[config.mk]
export PLATFORM = sky130hd
export DESIGN_NAME = run_ctrl_seq
export DESIGN_NICKNAME = d
export VERILOG_FILES = /design/src/rtl/run_ctrl_pkg.sv /design/src/rtl/run_ctrl_timer.sv /design/src/rtl/run_ctrl_seq.sv
export SDC_FILE = /design/constraint.sdc
export NUM_CORES = 1
export LEC_CHECK = 0
export ABC_CLOCK_PERIOD_IN_PS = 5200
export CORE_MARGIN = 2
export CORE_UTILIZATION = 58
export DETAILED_ROUTE_END_ITERATION = 12
export GPL_ROUTABILITY_DRIVEN = 0
export PLACE_DENSITY = 0.85
export RECOVER_POWER = 25
export REMOVE_ABC_BUFFERS = 1
export SLEW_MARGIN = 15
export SYNTH_ARGS = -nofsm -noshare
export SYNTH_HDL_FRONTEND = slang
export SYNTH_HIERARCHICAL = 1
export SYNTH_SLANG_ARGS = --single-unit
[constraint.sdc]
create_clock -name clk -period 5.2 [get_ports clk]
set_input_delay 1.04 -clock clk [delete_from_list [all_inputs] [get_ports clk]]
set_output_delay 1.04 -clock clk [all_outputs]
set_load 0.005 [all_outputs]
[src/rtl/run_ctrl_pkg.sv]
// rtl/run_ctrl_pkg.sv - run controller state encoding and domain release offsets
package run_ctrl_pkg;

    localparam logic [1:0] ST_HOLD = 2'd0;
    localparam logic [1:0] ST_RUN  = 2'd1;
    localparam logic [1:0] ST_DONE = 2'd2;

    // Hold-counter value at which domain idx leaves reset.
    function automatic int unsigned rel_off(input int unsigned idx,
                                            input int unsigned hold,
                                            input int unsigned stagger);
        return hold + idx * stagger;
    endfunction

endpackage

[src/rtl/run_ctrl_timer.sv]
// rtl/run_ctrl_timer.sv - saturating clear/enable up-counter with terminal-count compare
module run_ctrl_timer #(
    parameter int unsigned CNT_W = 32
) (
    input  logic             clk,
    input  logic             rst,
    input  logic             clr,
    input  logic             en,
    input  logic [CNT_W-1:0] tc,
    output logic [CNT_W-1:0] count,
    output logic             tc_hit
);

    always_ff @(posedge clk) begin
        if (rst || clr) begin
            count <= '0;
        end else if (en && (count != '1)) begin
            count <= count + CNT_W'(1);
        end
    end

    assign tc_hit = (count == tc);

endmodule

[src/rtl/run_ctrl_seq.sv]
// rtl/run_ctrl_seq.sv - staggered-reset run controller with halt/timeout; watchdog under RUN_WATCHDOG_EN
module run_ctrl_seq
    import run_ctrl_pkg::*;
#(
    parameter int unsigned N_DOM       = 2,
    parameter int unsigned HOLD_CYCLES = 3,
    parameter int unsigned STAGGER     = 2,
    parameter int unsigned MAX_CYCLES  = 300,
    parameter int unsigned CNT_W       = 32,
    parameter int unsigned WDOG_CYCLES = 64
) (
    input  logic             clk,
    input  logic             rst,
    input  logic             halt_i,
    input  logic             restart,
    input  logic             kick,
    output logic [N_DOM-1:0] rst_out,
    output logic             running,
    output logic             done,
    output logic             timed_out,
    output logic             wdog_fired,
    output logic [CNT_W-1:0] cycle_count
);

    localparam logic [CNT_W-1:0] LAST_M1 = CNT_W'(rel_off(N_DOM - 1, HOLD_CYCLES, STAGGER) - 1);
    localparam logic [CNT_W-1:0] MAX_M1  = CNT_W'(MAX_CYCLES - 1);

    logic [1:0]       state;
    logic [CNT_W-1:0] count;
    logic             tc_hit;
    logic [N_DOM-1:0] rel_now;
    logic             go_run;
    logic             restart_hit;
    logic             halt_hit;
    logic             to_hit;
    logic             wd_hit;
    logic             run_end;

    // One counter serves as the hold counter in HOLD and the run counter afterwards.
    run_ctrl_timer #(.CNT_W(CNT_W)) u_count (
        .clk    (clk),
        .rst    (rst),
        .clr    (restart_hit || go_run),
        .en     ((state == ST_HOLD) || ((state == ST_RUN) && !run_end)),
        .tc     (MAX_M1),
        .count  (count),
        .tc_hit (tc_hit)
    );

    always_comb begin
        rel_now = '0;
        for (int i = 0; i < N_DOM; i++) begin
            rel_now[i] = (count == CNT_W'(rel_off(i, HOLD_CYCLES, STAGGER) - 1));
        end
    end

    assign go_run      = (state == ST_HOLD) && (count == LAST_M1);
    assign restart_hit = restart && (state != ST_HOLD);
    assign halt_hit    = (state == ST_RUN) && halt_i;
    assign to_hit      = (state == ST_RUN) && (MAX_CYCLES != 0) && tc_hit;

`ifdef RUN_WATCHDOG_EN
    logic [CNT_W-1:0] wd_count_unused;
    logic             wd_tc;

    run_ctrl_timer #(.CNT_W(CNT_W)) u_wdog (
        .clk    (clk),
        .rst    (rst),
        .clr    ((state != ST_RUN) || kick),
        .en     (state == ST_RUN),
        .tc     (CNT_W'(WDOG_CYCLES - 1)),
        .count  (wd_count_unused),
        .tc_hit (wd_tc)
    );

    assign wd_hit = (state == ST_RUN) && !kick && wd_tc;
`else
    logic wdog_unused;
    assign wdog_unused = kick ^ (WDOG_CYCLES == 0);
    assign wd_hit      = 1'b0;
`endif

    assign run_end = halt_hit || to_hit || wd_hit;

    always_ff @(posedge clk) begin
        if (rst || restart_hit) begin
            state      <= ST_HOLD;
            rst_out    <= '1;
            running    <= 1'b0;
            done       <= 1'b0;
            timed_out  <= 1'b0;
            wdog_fired <= 1'b0;
        end else begin
            case (state)
                ST_HOLD: begin
                    rst_out <= rst_out & ~rel_now;
                    if (go_run) begin
                        state   <= ST_RUN;
                        running <= 1'b1;
                    end
                end
                ST_RUN: begin
                    if (run_end) begin
                        state      <= ST_DONE;
                        running    <= 1'b0;
                        done       <= 1'b1;
                        timed_out  <= to_hit && !halt_hit;
                        wdog_fired <= wd_hit && !halt_hit && !to_hit;
                    end
                end
                ST_DONE: begin
                    state <= ST_DONE;
                end
                default: begin
                    state <= ST_HOLD;
                end
            endcase
        end
    end

    // The shared counter holds the hold count during HOLD; report only run cycles.
    assign cycle_count = (state == ST_HOLD) ? '0 : count;

endmodule

==> run_results.csv, run 1 <==
group,metric,value,unit
placed_design,dp_hpwl,4940,um
timing,whs,0.449,ns
worst_hold_path,min_from,"rst_out[1]$_SDFFE_PP1P_",
power_and_ir_drop,p_leak,1.18,nW
timing,setup_tns,0,ns
synthesis,yosys.cell_types.count,52,
timing,setup_viol,0,
timing,rsz0062_at_grt,"no",
finish,area_growth,21.8,%
flow_run,drv_cap,1,
timing,max_freq,261,MHz
synthesis,synth-seq-cells,39,
synthesis,ys_seq_area_frac,0.287,
floorplan,dieArea,5250,um^2
finish,fin_nets,405,
floorplan,rows,24,
timing,layout_min_cycle_time,3.84,ns
floorplan,die_h,72.5,um
outcome,status,"finished with violations",
floorplan,die_width,72.5,um
drt,routed_wl,7060,um
synthesis,syn_area,2720,um^2
floorplan,design.core.area,4440,um^2
synthesis,netlist_instances,336,
worst_hold_path,worstHoldPathType,"flop to flop",
cts,cts_root_buf,"clkbuf_8",
finish,layout.cells.most_common,"dfxtp_1",
synthesis,synth_ff_type,"dfxtp_1",
synthesis,synth_warnings,6,
finish,final_area,3310,um^2
cts,cts_setup_buffers,0,
timing,period_share,0.738,
drt,drc,0,
global_route,grt_pass1_wl,11500,um
floorplan,io_pins,43,
worst_setup_path,cp.required,5.39,ns
finish,drive_above_1_share,0.0628,
drt,postRouteAntennaNets,0,
placed_design,io_buffers,40,
cts,numClockSinks,39,
cts,clkTransAtPathRegs,0.08,ns
timing,finalHoldViolCount,0,
worst_setup_path,arrival,4.02,ns
timing,fin_skew,0.00243,ns
timing,slew_headroom,-0.196,
global_route,grt_pass1_vias,2424,
global_route,antenna_found_initial,0,
drt,initialDrtViolationCount,327,
drt,dr.pass1.iters,5,
drt,route.detailed.wl_per_inst,15.7,um
global_route,grt_overflow_total,0,
worst_setup_path,critPathLaunchType,"flop",
finish,final_cell_mix,"39 x dfxtp_1, 35 x clkdlybuf4s50_1, 35 x xor2_1",
floorplan,initial_core_util,0.612,
worst_setup_path,worstSetupStartpoint,"state[1]$_SDFFE_PP0P_",
timing,slew_viol_final,32,
cts,h-tree-depth,2,
drt,vias,2749,
worst_setup_path,cp-end-kind,"flop",
outcome,violations,"max-capacitance violations, max-slew violations",
worst_setup_path,critical_path_class,"flop to flop",
power_and_ir_drop,vdd_drop_max,205,uV
synthesis,async_flop_share,0,
finish,fill_cells,369,
power_and_ir_drop,power.density,232,nW/um^2
global_route,track_usage,0.275,
cts,clk_latency,0.29,ns
cts,cts_hold_buf,0,
drt,vias_per_cell,6.11,
timing,worstMarginPinSlew,1.79,ns
finish,diodes,0,
synthesis,synth_edf_count,0,
synthesis,post_synth.cell_area_avg,8.09,um^2
worst_setup_path,timing.rr.start,"state[1]$_SDFFE_PP0P_",
placed_design,dpl_cell_area,3200,um^2
global_route,grt_max_degree,32,
cts,clk_path_buf_depth,2,
cts,cts_tree,"done",
cts,ctsResizeCount,0,
worst_setup_path,cp_max_fo,31,
cts,numCtsBuffers,5,
==> final timing paths <==
check,endpoint,slack (ns),depth (start not counted)
setup / recovery,u_count/count[22]$_SDFFE_PP0P_,1.36,8
setup reg to reg,u_count/count[22]$_SDFFE_PP0P_,1.36,8
hold / removal,rst_out[1]$_SDFFE_PP1P_,0.45,1
hold reg to reg,rst_out[1]$_SDFFE_PP1P_,0.45,1
==> cell families after synthesis <==
group	synth area share
adder cells (fa/ha/maj)	0.0138
buffers and inverters	0.0488
flip-flops	0.287
XOR/XNOR	0.126
AND/OR/NAND/NOR	0.365
other	0.00276
AO/OA/AOI/OAI	0.150
multiplexers	0.00736
==> worst max-delay path, stage by stage (launching register included) <==
cell and delay (ns):
dfxtp_1 0.30, inv_1 0.08, ha_1 0.63, clkbuf_1 0.67, nand2_1 0.17, nand2b_1 0.15
or2_0 1.32, nor2_1 0.08, a41o_1 0.31
==> report_power, final <==
group          leakage [nW]  internal [W]  switching, W
clock network        0.0612      0.000155      0.000109
logic                 0.799     0.0000611      0.000103
registers             0.315      0.000316     0.0000243
==> cell usage after synthesis, drive strengths merged (3+ instances only) <==
master	count	area [um^2]
a211oi	4	30.0
a21o	3	22.5
a21oi	23	115
a31oi	3	18.8
a41o	3	30.0
and3	5	35.0
and4	3	27.5
buf	13	81.3
clkbuf	6	32.5
dfxtp	39	781
ha	3	37.5
inv	5	18.8
nand2	20	75.1
nand2b	4	25.0
nand3	13	65.1
nand4	17	113
nor2	18	67.6
nor2b	33	209
nor3	3	20.0
nor4	17	138
o21ai	14	70.1
o31ai	7	52.6
or3	13	83.8
or4	9	67.6
xnor2	4	35.0
xor2	35	307
==> stage by stage <==
step	power, W	worst slack [ns]	cells	util
3_3_place_gp	0.000506	1.70	442	0.720
5_1_grt	0.000803	0.946	450	0.745
2_1_floorplan	0.000450	2.48	348	-
3_5_place_dp	0.000512	1.61	442	0.720
6_report	0.000769	1.36	450	0.745
4_1_cts	0.000776	1.91	450	0.747
==> metal layers <==
| metal | routed length, um | global-route usage | vias up | share of wire |
|---|---|---|---|---|
| li1 | - | - | 1322 | - |
| met1 | 3030 | 0.351 | 1282 | 0.43 |
| met2 | 3330 | 0.466 | 119 | 0.47 |
| met3 | 521 | 0.0486 | 26 | 0.074 |
| met4 | 177 | 0.101 | 0 | 0.025 |
| met5 | 0 | 0 | - | 0 |
==> registers in the layout, summed over array words and instances (netlist names) <==
signal         cells
timed_out          1
u_count/count     32
rst_out            2
done               1
running            1
state              2
==> cell type report <==
type | instances | area [um^2] | share of cell area
sequential | 39 | 781 | 0.236
tap | 52 | 65.1 | 0.0197
inverter | 5 | 18.8 | 0.00567
timing repair buffer | 42 | 412 | 0.124
multi-input combinational | 304 | 1920 | 0.579
clock buffer | 6 | 82.6 | 0.0249
clock inverter | 2 | 35.0 | 0.0106
No activity file was read; power rests on OpenSTA's default activity.
==> inputs of run 2 (changes only) <==
ABC_CLOCK_PERIOD_IN_PS = 3800   (was 5200)
CORE_UTILIZATION = 54   (was 58)
PLACE_DENSITY = 0.8   (was 0.85)
clock period = 3.8 ns   (was 5.2 ns; I/O delays follow)
==> run_results.csv, run 2 (synthesis gave the netlist of run 1 again) <==
group,metric,value,unit
outcome,status,"finished, final reports clean",
timing,slew_viol_final,0,
finish,largest_reg_flops,32,
timing,setup_viol,0,
global_route,grt_overflow_total,0,
finish,layout.cells.most_common,"dfxtp_1",
power_and_ir_drop,power.switching,0.000330,W
cts,clk_latency,0.29,ns
finish,fill_cells,425,
placed_design,dp_hpwl,4870,um
power_and_ir_drop,combPwrFrac,0.214,
finish,final_area,3380,um^2
global_route,track_usage,0.261,
power_and_ir_drop,vdd_drop_max,291,uV
finish,final_cell_mix,"39 x dfxtp_1, 35 x xor2_1, 33 x conb_1",
cts,numCtsBuffers,5,
power_and_ir_drop,internal-power,0.000785,W
power_and_ir_drop,pwr-share-clk,0.376,
power_and_ir_drop,p_leak,1.22,nW
power_and_ir_drop,switching_share,0.296,
worst_setup_path,cp-end-kind,"flop",
timing,layout_min_cycle_time,3.20,ns
floorplan,rows,25,
finish,diodes,0,
worst_setup_path,cp_max_fo,11,
finish,drive_above_1_share,0.0771,
timing,finalWorstSetupSlack,0.603,ns
timing,finalHoldViolCount,0,
worst_setup_path,cp.required,3.99,ns
placed_design,post-place-ws,0.653,ns
cts,clkTransAtPathRegs,0.08,ns
worst_setup_path,critical_path_class,"flop to flop",
timing,period_share,0.841,
worst_setup_path,arrival,3.39,ns
drt,drc,0,
global_route,antenna_found_initial,0,
timing,setup_tns,0,ns
cts,numClockSinks,39,
floorplan,io_pins,43,
timing,rsz0062_at_grt,"no",
drt,vias_per_cell,5.75,
global_route,grt_pass1_vias,2454,
cts,ctsResizeCount,0,
placed_design,dpl_cell_area,3250,um^2
drt,routed_wl,6850,um
power_and_ir_drop,power.density,330,nW/um^2
cts,cts_hold_buf,0,
timing,worstMarginPinSlew,0.878,ns
timing,max_freq,313,MHz
drt,initialDrtViolationCount,285,
worst_hold_path,worstHoldPathType,"flop to flop",
drt,vias,2695,
finish,fin_nets,409,
floorplan,die_width,75.0,um
flow_run,drv_cap,0,
global_route,grt_pass1_wl,11400,um
cts,cts_tree,"done",
global_route,grt_max_degree,32,
finish,top_regs,"u_count/count (32), rst_out (2), state (2)",
drt,dr.pass1.iters,5,
drt,postRouteAntennaNets,0,
placed_design,io_buffers,40,
floorplan,initial_core_util,0.568,
drt,route.detailed.wl_per_inst,14.6,um
cts,cts_setup_buffers,0,
timing,fin_skew,0.00688,ns
finish,largest_register,"u_count/count",
floorplan,dieArea,5620,um^2
worst_setup_path,critPathLaunchType,"flop",
timing,slew_headroom,0.410,
floorplan,design.core.area,4790,um^2
floorplan,die_h,75.0,um
finish,area_growth,24.4,%
cts,h-tree-depth,2,
power_and_ir_drop,pwr-share-seq,0.411,
cts,cts_root_buf,"clkbuf_8",
cts,clk_path_buf_depth,2,
[run 2: cell types whose count changed in the layout (fill, tap and decap cells not counted), sizes merged]
cell	before	now
dlygate4sd3	5	9
clkdlybuf4s50	35	31
bufinv	1	2
clkinv	1	0
buf	1	6
clkbuf	7	5
clkinvlp	0	1
[run 2: metal layers]
layer  GRT usage  part of all wire  vias up
li1            -                 -     1330
met1       0.343              0.44     1242
met2       0.421              0.47      110
met3      0.0683             0.081       13
met4      0.0813             0.016        0
met5           0                 0        -
[run 2: critical path, stage by stage (launching register included)]
cell and delay, ns:
dfxtp_1 0.58, xor2_1 0.18, nor4_1 0.10, nand4_1 0.08
nor2_1 0.08, o21ai_0 0.30, nand2_1 0.17, nand2b_1 0.24
nand2_1 0.20, nor2_1 0.21, nor4b_1 0.57, a31oi_1 0.17
a41o_1 0.22
[run 2: worst paths after layout]
check | from | to | slack (ns) | cells past startpoint
setup / recovery | u_count/count[16]$_SDFFE_PP0P_ | u_count/count[22]$_SDFFE_PP0P_ | 0.60 | 12
hold reg to reg | rst_out[1]$_SDFFE_PP1P_ | rst_out[1]$_SDFFE_PP1P_ | 0.45 | 1
setup reg to reg | u_count/count[16]$_SDFFE_PP0P_ | u_count/count[22]$_SDFFE_PP0P_ | 0.60 | 12
hold / removal | rst_out[1]$_SDFFE_PP1P_ | rst_out[1]$_SDFFE_PP1P_ | 0.45 | 1
[run 2: metrics by stage]
| stage | total power (W) | hold slack (ns) | util | instances |
|---|---|---|---|---|
| after floorplan | 0.000616 | 0.442 | - | 348 |
| after global placement | 0.000701 | 0.436 | 0.679 | 461 |
| after detailed placement | 0.000707 | 0.443 | 0.679 | 461 |
| after CTS | 0.00112 | 0.455 | 0.708 | 469 |
| after global routing | 0.00117 | 0.476 | 0.707 | 469 |
| final | 0.00111 | 0.454 | 0.707 | 469 |
[run 2: area by class of cell]
| type | instances | area (um^2) | share of cell area |
|---|---|---|---|
| inverters | 5 | 18.8 | 0.00555 |
| multi-input cells | 304 | 1920 | 0.567 |
| clock buffers | 5 | 68.8 | 0.0203 |
| flip-flops and latches | 39 | 781 | 0.231 |
| repair buffers | 46 | 445 | 0.132 |
| well taps | 67 | 83.8 | 0.0248 |
| clock inverters | 3 | 67.6 | 0.0200 |
[run 2: power groups by stage]
| stage | clock network (W) | registers, W | logic, W |
|---|---|---|---|
| finish | 0.000419 | 0.000458 | 0.000238 |
| detailed placement | 0 | 0.000467 | 0.000240 |
| CTS | 0.000425 | 0.000458 | 0.000242 |
| global route | 0.000439 | 0.000462 | 0.000265 |
| global placement | 0 | 0.000468 | 0.000233 |
| floorplan | 0 | 0.000466 | 0.000150 |
